[config.mk]
export PLATFORM = sky130hd
export DESIGN_NAME = ps2_receiver
export DESIGN_NICKNAME = d
export VERILOG_FILES = /design/src/rtl/ps2_receiver.sv
export SDC_FILE = /design/constraint.sdc
export NUM_CORES = 1
export LEC_CHECK = 0
export BUFFER_PORTS_ARGS = -buffer_cell sky130_fd_sc_hd__buf_2
export CAP_MARGIN = 15
export CORE_ASPECT_RATIO = 1.2
export CORE_UTILIZATION = 50
export CTS_BUF_LIST = sky130_fd_sc_hd__clkbuf_8
export DETAILED_ROUTE_END_ITERATION = 16
export PLACE_DENSITY = 0.68
export REMOVE_ABC_BUFFERS = 1
export SLEW_MARGIN = 20
export SYNTH_ARGS = -nofsm -noshare
export SYNTH_HDL_FRONTEND = slang
export SYNTH_SLANG_ARGS = --single-unit
[constraint.sdc]
create_clock -name clk -period 4 [get_ports clk]
set_input_delay 0.6 -clock clk [delete_from_list [all_inputs] [get_ports clk]]
set_output_delay 0.6 -clock clk [all_outputs]
set_load 0.02 [all_outputs]
[src/rtl/ps2_receiver.sv]
// ps2_receiver
//   Deserialises a PS/2 keyboard line into 8-bit scan codes. Each frame is
//   start(0), D0..D7 LSB first, odd parity, stop(1). Data is sampled on every
//   falling edge of the synchronised PS/2 clock.
//   A good frame updates scan_code and pulses scan_valid for one cycle.
//   A parity, stop or timeout failure pulses frame_error for one cycle.
//   A frame that stalls for TIMEOUT_CYCLES clocks between falling edges is
//   abandoned, so a stray edge cannot wedge the receiver.
//
// Optional feature:
//   PS2_GLITCH_FILTER_EN - when defined, the synchronised PS/2 clock passes
//   through a FILTER_LEN-sample stability filter before edge detection.
//   Clock pulses shorter than FILTER_LEN cycles are ignored, and latency grows
//   by FILTER_LEN cycles. When undefined, edges are detected on the synchroniser
//   output directly.
//
// Parameters:
//   TIMEOUT_CYCLES - clocks allowed between falling edges inside a frame
//   FILTER_LEN     - stable-sample count of the optional glitch filter
//
// Ports:
//   clk          system clock
//   reset        asynchronous, active-high reset
//   ps2_clk      raw PS/2 clock pin (asynchronous)
//   ps2_data     raw PS/2 data pin (asynchronous)
//   scan_code    last good byte, held until the next good frame
//   scan_valid   one-cycle pulse when scan_code updates
//   frame_error  one-cycle pulse on parity, stop or timeout failure
//   busy         high while a frame is in progress
module ps2_receiver #(
  parameter int TIMEOUT_CYCLES = 100000,
  parameter int FILTER_LEN     = 8
) (
  input  logic       clk,
  input  logic       reset,
  input  logic       ps2_clk,
  input  logic       ps2_data,
  output logic [7:0] scan_code,
  output logic       scan_valid,
  output logic       frame_error,
  output logic       busy
);

  localparam logic [1:0] IDLE   = 2'd0;
  localparam logic [1:0] DATA   = 2'd1;
  localparam logic [1:0] PARITY = 2'd2;
  localparam logic [1:0] STOP   = 2'd3;

  localparam int TW = (TIMEOUT_CYCLES > 2) ? $clog2(TIMEOUT_CYCLES) : 1;
  localparam logic [TW-1:0] TIMEOUT_LAST = TW'(TIMEOUT_CYCLES - 1);

  // Elaboration-time guard against nonsensical configurations.
  if (TIMEOUT_CYCLES < 2 || FILTER_LEN < 1) begin : g_bad_params
    $error("ps2_receiver: TIMEOUT_CYCLES must be >= 2 and FILTER_LEN >= 1");
  end

  // ---------------------------------------------------------------------------
  // Two-flop synchronisers; they reset to 1 because an idle PS/2 line is high.
  // ---------------------------------------------------------------------------
  logic [1:0] clk_sync;
  logic [1:0] data_sync;
  logic       clk_s;
  logic       data_s;

  // NOTE: every clocked assignment uses <= so all flops update from the values
  // they held before the edge, independent of statement order.
  always_ff @(posedge clk or posedge reset) begin
    if (reset) begin
      clk_sync  <= 2'b11;
      data_sync <= 2'b11;
    end else begin
      clk_sync  <= {clk_sync[0], ps2_clk};
      data_sync <= {data_sync[0], ps2_data};
    end
  end

  assign clk_s  = clk_sync[1];
  assign data_s = data_sync[1];

  // ---------------------------------------------------------------------------
  // Clock used for edge detection: filtered or direct.
  // ---------------------------------------------------------------------------
  logic clk_edge_src;

`ifdef PS2_GLITCH_FILTER_EN
  localparam int FW = $clog2(FILTER_LEN + 1);

  logic [FW-1:0] filt_cnt;
  logic          clk_filt;

  // The filtered clock follows clk_s only after FILTER_LEN consecutive samples
  // that disagree with it; any agreeing sample restarts the count.
  always_ff @(posedge clk or posedge reset) begin
    if (reset) begin
      clk_filt <= 1'b1;
      filt_cnt <= '0;
    end else if (clk_s == clk_filt) begin
      filt_cnt <= '0;
    end else if (filt_cnt == FW'(FILTER_LEN - 1)) begin
      clk_filt <= clk_s;
      filt_cnt <= '0;
    end else begin
      filt_cnt <= filt_cnt + FW'(1);
    end
  end

  assign clk_edge_src = clk_filt;
`else
  assign clk_edge_src = clk_s;
`endif

  logic clk_prev;
  logic fall;

  always_ff @(posedge clk or posedge reset) begin
    if (reset) clk_prev <= 1'b1;
    else       clk_prev <= clk_edge_src;
  end

  assign fall = clk_prev & ~clk_edge_src;

  // ---------------------------------------------------------------------------
  // Frame FSM, shift register, timeout.
  // ---------------------------------------------------------------------------
  logic [1:0]    state;
  logic [2:0]    bit_cnt;
  logic [7:0]    shift_reg;
  logic          parity_bit;
  logic [TW-1:0] timeout_cnt;

  // NOTE: all datapath registers are reset (not only the FSM) so that scan_code
  // and the frame buffer have defined values from the first cycle.
  always_ff @(posedge clk or posedge reset) begin
    if (reset) begin
      state       <= IDLE;
      bit_cnt     <= '0;
      shift_reg   <= '0;
      parity_bit  <= 1'b0;
      timeout_cnt <= '0;
      scan_code   <= 8'h00;
      scan_valid  <= 1'b0;
      frame_error <= 1'b0;
    end else begin
      scan_valid  <= 1'b0;
      frame_error <= 1'b0;

      if (fall) begin
        // A fall always wins over a coinciding terminal count.
        timeout_cnt <= '0;
        case (state)
          IDLE: begin
            // A high data bit here is a spurious edge and is ignored.
            if (!data_s) begin
              state   <= DATA;
              bit_cnt <= '0;
            end
          end
          DATA: begin
            shift_reg <= {data_s, shift_reg[7:1]};
            bit_cnt   <= bit_cnt + 3'd1;  // wraps back to 0 after the 8th bit
            if (bit_cnt == 3'd7) state <= PARITY;
          end
          PARITY: begin
            parity_bit <= data_s;
            state      <= STOP;
          end
          default: begin  // STOP
            if (data_s && (^{shift_reg, parity_bit})) begin
              scan_code  <= shift_reg;
              scan_valid <= 1'b1;
            end else begin
              frame_error <= 1'b1;
            end
            state <= IDLE;
          end
        endcase
      end else if (state != IDLE) begin
        if (timeout_cnt == TIMEOUT_LAST) begin
          state       <= IDLE;
          frame_error <= 1'b1;
          shift_reg   <= '0;
          bit_cnt     <= '0;
          timeout_cnt <= '0;
        end else begin
          timeout_cnt <= timeout_cnt + TW'(1);
        end
      end
    end
  end

  assign busy = (state != IDLE);

endmodule

==> summary by stage, run 1 <==
Clock tree
The root buffer cell is sky130_fd_sc_hd__clkbuf_8. The clock network latency to the later pin of the worst-skew pair is 0.29 ns. TritonCTS built the clock tree.

Post-CTS repair changed the size of 0 cells. In this run the deepest clock path goes through 2 buffers. In this run the number of H-tree levels came out at 2.

After clock tree synthesis, the setup repair step added 0 buffers. The clock-pin transition on the worst setup and hold timing paths is around 0.08 ns. CTS saw 46 sinks.

The number of clock buffers added by TritonCTS is 5. The number of hold buffers added after CTS was 0.

Floorplan
The horizontal extent of the die is roughly 63 um. In this run the standard cell core region covers 0.00426 mm2. In this run the count of I/O pins placed on the die edge is 15.

From bottom edge to top edge, the die measures 75.2 um. The die covers approximately 0.0047 mm2. Once the floorplan was initialized, standard cells occupied between 50% and 60% of the core. The standard-cell row count is 26.

Critical path
The data arrival time at the worst-slack endpoint is 1.76 ns. The most numerous cell type found on the critical path is sky130_fd_sc_hd__inv_1. The number of buffers and inverters on the critical path is 3. The kind of capture point of the worst setup path is an output pin.

The critical path's top delay family is adder cells. The first element of the critical path is state[0]. For the worst setup path, the data required time is around 3.4 ns. The highest net fanout along the worst path is 17. The start of the worst register-to-register path is timeout_cnt[0]. The type of the setup path with the least slack is reg -> out.

The standard cell with the maximum stage delay on the critical path is sky130_fd_sc_hd__ha_1. The largest single stage delay on the critical path is 0.53 ns. Walking the worst path, the cells encountered are inv_1 -> ha_1 -> inv_1 -> buf_2.

The critical path launch point type is a flip-flop.

Layout
The net count of the finished layout is roughly 230. The area growth from synthesis to final layout is 9.88%. The count of antenna diodes in the layout is 0.

The register with the most flip-flops in the layout has 17 of them. In the layout the commonest cells are sky130_fd_sc_hd__dfrtp_1 (41), sky130_fd_sc_hd__nand2_1 (29), sky130_fd_sc_hd__nor2_1 (19). The most common cell after layout, fill and taps aside is sky130_fd_sc_hd__dfrtp_1. After the flow finishes, the layout carries non-filler instances totaling 280.

The post-route netlist has between 10% and 20% of its cells at a drive strength greater than 1.

GRT
The initial antenna violation count is 0. The total overflow left after global routing is 0. The pin count of the biggest net entering global routing is 47. In the global route stage, overall resource usage came out at 18.2%. The via count of the first global-routing pass came to between 1000 and 1500. The first-pass GRT wire length is about 6.5 mm.

Run status
The run finished with clean final reports.

STA
Across the routed clock network, the largest skew measured is 0.0115 ns. The final worst-path cycle share is just under 60%. The upper clock frequency limit is 424 MHz.

The transition time at the pin with the least slew margin is between 0.9 and 1 ns. The relative slew slack is around 37%. The number of hold-slack violations in the final timing report is 0. Setup repair after global routing left no endpoint under its margin.

The final total negative setup slack is 0 ns. The worst path in the final design needs a cycle of ~2.4 ns, including I/O delays and setup. Setup violations remaining at the end of the flow were counted as 0. The final number of max-transition violations was 0. The minimum setup slack in the final design is ~1.6 ns.

Power
After layout, the design draws a total of roughly 1.5 mW. Across the VDD grid, the largest voltage drop is 0.272 mV. The ratio of total power to cell area is around 590 mW/mm2. In this run the static leakage power is roughly 1.1 nW.

Logic synthesis
The main flop type after synthesis is sky130_fd_sc_hd__dfrtp_1. The share of flip-flops with an asynchronous set or reset is 100%. The count of warnings emitted by yosys is 0. The number of unique standard cell types used by synthesis is 39.

Synthesis produced between 200 and 250 cells. Yosys mapped a number of flops with a built-in enable equal to 0. In this run the mean area of a mapped cell was 10.7 um2. Counting flops and latches in the post-synthesis netlist gives 46. The share of the Yosys chip area taken by registers is between 50% and 60%. The mapped cell area is between 0.002 and 0.0025 mm2.

Placed design
Prior to clock tree synthesis, the placed netlist has a worst setup slack of ~1.7 ns. Detailed placement ended at an HPWL of 2.67 mm. The number of placed cells counting well taps is between 200 and 300. Port buffering added 14 buffers. The final weighted congestion in routability-driven placement is about 0.84.

Min path
The worst hold path belongs to the class reg -> reg. The critical hold path startpoint is clk_sync[0].

Detailed routing
Using the TritonRoute via totals, the vias-per-cell ratio works out to 5.46. The number of nets still failing antenna checks after routing is 0. In this run, the number of DRC markers left after iteration 0 of detailed routing was between 100 and 150. The count of unresolved DRC violations after routing is 0. The total wirelength of the detailed-routed design is 3.83 mm. The first TritonRoute pass finished after 5 iterations. After detailed routing, the average wire length per cell comes to approximately 14 um. The total number of vias is ~1500.

Flow run
Across the run, the number of max-cap violations was 0.
[through the flow]
step	hold slack [ns]	util [%]	area (um2)
floorplan	0.345	-	2200
global placement	0.346	54.9	2340
detailed placement	0.348	54.9	2340
CTS	0.359	57.5	2450
global route	0.360	57.5	2450
finish	0.357	57.5	2450
[worst reg2reg max path: stages, from the launching register on]
cell and delay [ns]:
sky130_fd_sc_hd__dfrtp_1 0.41, sky130_fd_sc_hd__ha_1 0.24, sky130_fd_sc_hd__nand2_1 0.06, sky130_fd_sc_hd__nor3_1 0.15
sky130_fd_sc_hd__nand4_1 0.28, sky130_fd_sc_hd__o21ai_1 0.82, sky130_fd_sc_hd__nor2_1 0.12
[path summary, 6_finish.rpt]
check | to | slack, ns | cells after the start
min in group asynchronous | scan_code[0] | 0.51 | 2
max in group asynchronous | timeout_cnt[1] | 2.91 | 2
setup reg to reg | timeout_cnt[5] | 1.77 | 6
hold reg to reg | clk_sync[1] | 0.36 | 0
setup / recovery | busy | 1.64 | 4
hold / removal | clk_sync[1] | 0.36 | 0
[synthesized netlist by cell type (2+ instances only)]
| cell type | n | area share [%] |
|---|---|---|
| sky130_fd_sc_hd__a21oi_1 | 14 | 3.1 |
| sky130_fd_sc_hd__xnor2_1 | 6 | 2.4 |
| sky130_fd_sc_hd__nand2_1 | 29 | 4.9 |
| sky130_fd_sc_hd__nor4b_1 | 3 | 1.2 |
| sky130_fd_sc_hd__nor3_1 | 3 | 0.67 |
| sky130_fd_sc_hd__nor2_1 | 19 | 3.2 |
| sky130_fd_sc_hd__nand4_1 | 7 | 2.0 |
| sky130_fd_sc_hd__and3_1 | 3 | 0.84 |
| sky130_fd_sc_hd__a211o_1 | 2 | 0.79 |
| sky130_fd_sc_hd__a32o_1 | 2 | 0.90 |
| sky130_fd_sc_hd__a2111oi_2 | 2 | 1.3 |
| sky130_fd_sc_hd__o2bb2ai_1 | 3 | 1.2 |
| sky130_fd_sc_hd__nand3_1 | 8 | 1.8 |
| sky130_fd_sc_hd__dfstp_2 | 5 | 5.9 |
| sky130_fd_sc_hd__inv_1 | 7 | 1.2 |
| sky130_fd_sc_hd__dfrtp_1 | 41 | 46 |
| sky130_fd_sc_hd__mux2_2 | 9 | 4.5 |
| sky130_fd_sc_hd__o21ai_0 | 3 | 0.67 |
| sky130_fd_sc_hd__xor2_1 | 13 | 5.1 |
| sky130_fd_sc_hd__ha_1 | 7 | 3.9 |
| sky130_fd_sc_hd__clkbuf_2 | 2 | 0.45 |
| sky130_fd_sc_hd__clkbuf_1 | 4 | 0.67 |
[where the power goes]
| group | leakage [nW] | switching, mW | internal (mW) |
|---|---|---|---|
| sequential | 0.613 | 0.0781 | 0.549 |
| clock | 0.0556 | 0.152 | 0.184 |
| combinational | 0.481 | 0.267 | 0.221 |
[cell families (layout without fill, tap and decap cells)]
family,after synthesis,in the layout,share of synthesized area [%]
simple gates,81,81,18.2
flops,46,46,51.9
compound gates,31,31,9.71
xor+xnor,21,21,9.20
buf+inv,14,29,2.53
mux,9,9,4.55
fa+ha+maj,7,7,3.93
[cell type report]
type / instances / area [um2]
repair buffers: 14 / 70.1
clock inverters: 3 / 41.3
inverters: 7 / 26.3
flip-flops and latches: 46 / 1160
well taps: 56 / 70.1
fillers: 386 / 1810
multi-input cells: 149 / 1020
clock buffers: 5 / 68.8
[layer usage]
layer  track usage (%)  vias up  wire length [um]
met3              4.55        2               108
met5                 0        -                 0
met2              31.5       29              1970
li1                  -      755                 -
met4              6.20        0                24
met1              22.3      743              1720
Note: power is estimated with default switching activity, not from simulation.
==> run 2: changes to the inputs <==
--- a/config.mk
+++ b/config.mk
@@ -5,6 +5,7 @@
 export SDC_FILE = /design/constraint.sdc
 export NUM_CORES = 1
 export LEC_CHECK = 0
+export ABC_AREA = 1
 export BUFFER_PORTS_ARGS = -buffer_cell sky130_fd_sc_hd__buf_2
 export CAP_MARGIN = 15
 export CORE_ASPECT_RATIO = 1.2
==> constraint.sdc (replaced) <==
create_clock -name clk -period 2.4 [get_ports clk]
set_input_delay 0.36 -clock clk [delete_from_list [all_inputs] [get_ports clk]]
set_output_delay 0.36 -clock clk [all_outputs]
set_load 0.02 [all_outputs]
==> summary by stage, run 2 <==
Logic synthesis
The compound-gate portion of the synthesized area is under 10%. The xor/xnor cell area share of the yosys netlist is about 2.1%. The share of synthesized area spent on multiplexers is 0%. Of the total synthesized cell area, the portion taken by AND, OR, NAND and NOR gates is between 30% and 40%. The cell count after synthesis is 319. The main flop type after synthesis is sky130_fd_sc_hd__dfrtp_1.

After synthesis, the largest family of logic cells by area is simple AND/OR/NAND/NOR gates. The count of warnings emitted by yosys is 0. In this run the cell area of the synthesized design comes to 0.00249 mm2. The cell type with the highest aggregate area in the netlist is sky130_fd_sc_hd__dfrtp_1. The share of flip-flops with an asynchronous set or reset is 100%. Counting instances in the post-synthesis netlist gives the leading cell types as sky130_fd_sc_hd__nand2_1 (92), sky130_fd_sc_hd__dfrtp_1 (41), sky130_fd_sc_hd__inv_1 (41), sky130_fd_sc_hd__nand3_1 (32), sky130_fd_sc_hd__nor2_1 (21).

Each instance of the synthesized netlist takes up on average 7.81 um2. The arithmetic-cell share of the synthesized area counting full adders, half adders and majority gates is 3.52%. The number of synthesized flops with an enable pin is 0. The synthesized flop and latch total is 46.

The portion of the post-synthesis area used by sequential elements is between 40% and 50%. The number of unique standard cell types used by synthesis is 32. In the post-synthesis netlist, the biggest area contributors are sky130_fd_sc_hd__dfrtp_1 (41%), sky130_fd_sc_hd__nand2_1 (14%), sky130_fd_sc_hd__nand3_1 (6.4%). The fraction of synthesized cell area taken by the top area cell type is about two fifths. Among all cell types in the netlist, the one instantiated most often is sky130_fd_sc_hd__nand2_1.

Layout
The net count of the finished layout is approximately 350. The footprint of the flip-flops and latches is between 0.001 and 0.0015 mm2. The multi-input combinational cells in the finished layout cover a total of around 0.0011 mm2.

Fill cells in the final layout number about 440. The library cell used most frequently in the layout, excluding fill and tap cells, is sky130_fd_sc_hd__nand2_1. The register with the most flip-flops in the layout has 17 of them. The repair_antennas step left the layout with diodes totalling 0. Relative to the synthesized area, the layout overhead comes to 9.70%. The top cell types in the final layout, fill and taps aside, are sky130_fd_sc_hd__nand2_1 (92), sky130_fd_sc_hd__dfrtp_1 (41), sky130_fd_sc_hd__inv_1 (40). The layout cell share with drive strength beyond 1 is between 10% and 20%. The final design area excluding fillers is approximately 0.0027 mm2.

STA
For the final routed database, the setup TNS stands at 0 ns. Across all hold checks on the routed design, the worst slack comes to 0.154 ns. The upper clock frequency limit is 509 MHz. The minimum clock period after layout is about 2.0 ns. The final number of max-transition violations is 0.

Setup violations remaining at the end of the flow were counted as 0. Dividing the final minimum period by the clock period gives between 80% and 90%. The number of hold-slack violations in the final timing report is 0.

The transition time at the pin with the least slew margin is 0.564 ns. The clock skew after layout is 0.00770 ns. Setup repair after global routing left no endpoint under its margin.

The relative slew slack is about 62%.

Floorplan
The initial cell density of the core is a little over half. The standard-cell row count is 27. After floorplanning, the core was sized to cover roughly 0.0047 mm2. The vertical die dimension is a little under 80 um.

The die area is approximately 0.0053 mm2. The I/O pin count is 15. Measured along the x axis, the die boundary spans 66.4 um.

Power
The design draws about 2.0 mW. The leakage dissipation is between 1 and 1.5 nW. Across the VDD grid, the largest voltage drop is 0.414 mV. The ratio of total power to cell area is approximately 740 mW/mm2.

Detailed routing
The final layout contains routed wiring with a total length of 4.76 mm. The routed layout has between 2000 and 2500 vias. The ratio of routed vias to standard cells is between 5 and 6. The first detailed-routing pass took 4 iterations.

The detail-routed net length per standard cell is roughly 12 um. The number of nets still failing antenna checks after routing is 0. The count of unresolved DRC violations after routing is 0. The detailed router's first-iteration violation count is 92.

Clock tree
The buffers inserted during post-CTS setup optimization is 0. Gates resized during post-CTS repair numbered 0. Counting the buffers created by CTS gives 5. The TritonCTS clock tree is done.

The number of H-tree branching levels is 2. No sink is reached through more buffers than the 2 on the longest clock path. The root buffer cell is sky130_fd_sc_hd__clkbuf_8. The clock network latency to the later pin of the worst-skew pair is approximately 0.3 ns. The clock-pin transition on the worst setup and hold timing paths is 0.09 ns. The clock drives 46 sinks. The number of hold-repair buffers added at the cts stage is 0.

GRT
The initial antenna violation count was 0. The global router's overall resource usage is a little over a fifth. Entering global routing, the biggest net connects 47 pins. Global routing finished with a remaining overflow of 0. The first global-routing pass estimated just under 9 mm of wire. The via count of the first global-routing pass is 1964.

Min path
For hold timing, the worst endpoint is clk_sync[0]. The worst hold path begins at ps2_clk. The kind of path behind the tightest hold check is in -> reg. The depth of the worst hold-timing path is 1.

Run status
The flow ran to the end, and the final reports show no timing, DRC or antenna violations.

Critical path
At the worst endpoint, the arrival time is 2.16 ns. The number of cells on the worst reg-to-reg path is 9. The type of the setup path with the least slack is reg -> reg.

In this run the critical register-to-register path is launched from state[0]. Across all register-to-register paths, the minimum setup slack is 0.44 ns. The worst setup path is launched from a flip-flop.

In this run the worst path has a maximum fanout of 12. The data required time of the worst path is approximately 2.6 ns. In this run the critical register-to-register path is captured at timeout_cnt[16]. The kind of capture point of the worst setup path is a flip-flop.

Placed design
The final weighted congestion in routability-driven placement is 0.903. Detailed placement ended at an HPWL of 3.47 mm. The placed instance area is 0.00262 mm2. The total of buffers placed on input and output ports is 14.

Flow run
The number of max-cap violations is 0.
==> run 2: cells by family after synthesis <==
logic type / after synthesis
AO/OA/AOI/OAI: 18
XOR/XNOR: 6
adder cells (fa/ha/maj): 7
buffers and inverters: 52
flip-flops: 46
AND/OR/NAND/NOR: 190
==> run 2: cell type report <==
type,instances,area share [%]
clock buffers,5,2.52
clock inverters,3,1.47
inverters,47,6.46
multi-input cells,221,41.4
flip-flops and latches,46,42.4
well taps,58,2.66
repair buffers,16,3.11
==> run 2: power breakdown <==
group | internal (mW) | switching [mW]
Sequential | 0.848 | 0.0841
Combinational | 0.163 | 0.363
Clock | 0.307 | 0.262
Total | 1.32 | 0.710
==> run 2: worst max path at each step <==
stage | slack (ns) | startpoint | depth (start not counted) | endpoint
final | 0.44 | state[0] | 9 | timeout_cnt[16]
after global routing | 0.26 | state[0] | 8 | timeout_cnt[9]
after global placement | 0.53 | state[0] | 9 | timeout_cnt[16]
after detailed placement | 0.44 | state[0] | 9 | timeout_cnt[16]
after floorplan | 0.70 | state[0] | 9 | timeout_cnt[16]
after CTS | 0.44 | state[0] | 9 | timeout_cnt[16]
==> run 2: metrics by stage <==
step	setup WS [ns]	util [%]	cells
floorplan	0.701	-	314
global placement	0.533	55.8	388
detailed placement	0.438	55.8	388
CTS	0.436	58.2	396
global route	0.260	58.2	396
finish	0.436	58.2	396
==> run 2: per-layer routing <==
layer	global-route usage, %	vias up	wire length [um]
li1	-	1061	-
met1	26.5	944	2240
met2	38.2	40	2320
met3	4.31	6	125
met4	7.66	0	73
met5	0	-	0
==> run 2: critical path, stage by stage (launching register included) <==
cell,delay (ns)
sky130_fd_sc_hd__dfrtp_1,0.42
sky130_fd_sc_hd__inv_1,0.10
sky130_fd_sc_hd__ha_1,0.30
sky130_fd_sc_hd__inv_2,0.10
sky130_fd_sc_hd__nor2_2,0.41
sky130_fd_sc_hd__inv_1,0.22
sky130_fd_sc_hd__nand3_2,0.17
sky130_fd_sc_hd__o21ai_1,0.07
sky130_fd_sc_hd__nand2_1,0.05
sky130_fd_sc_hd__nor2_1,0.04
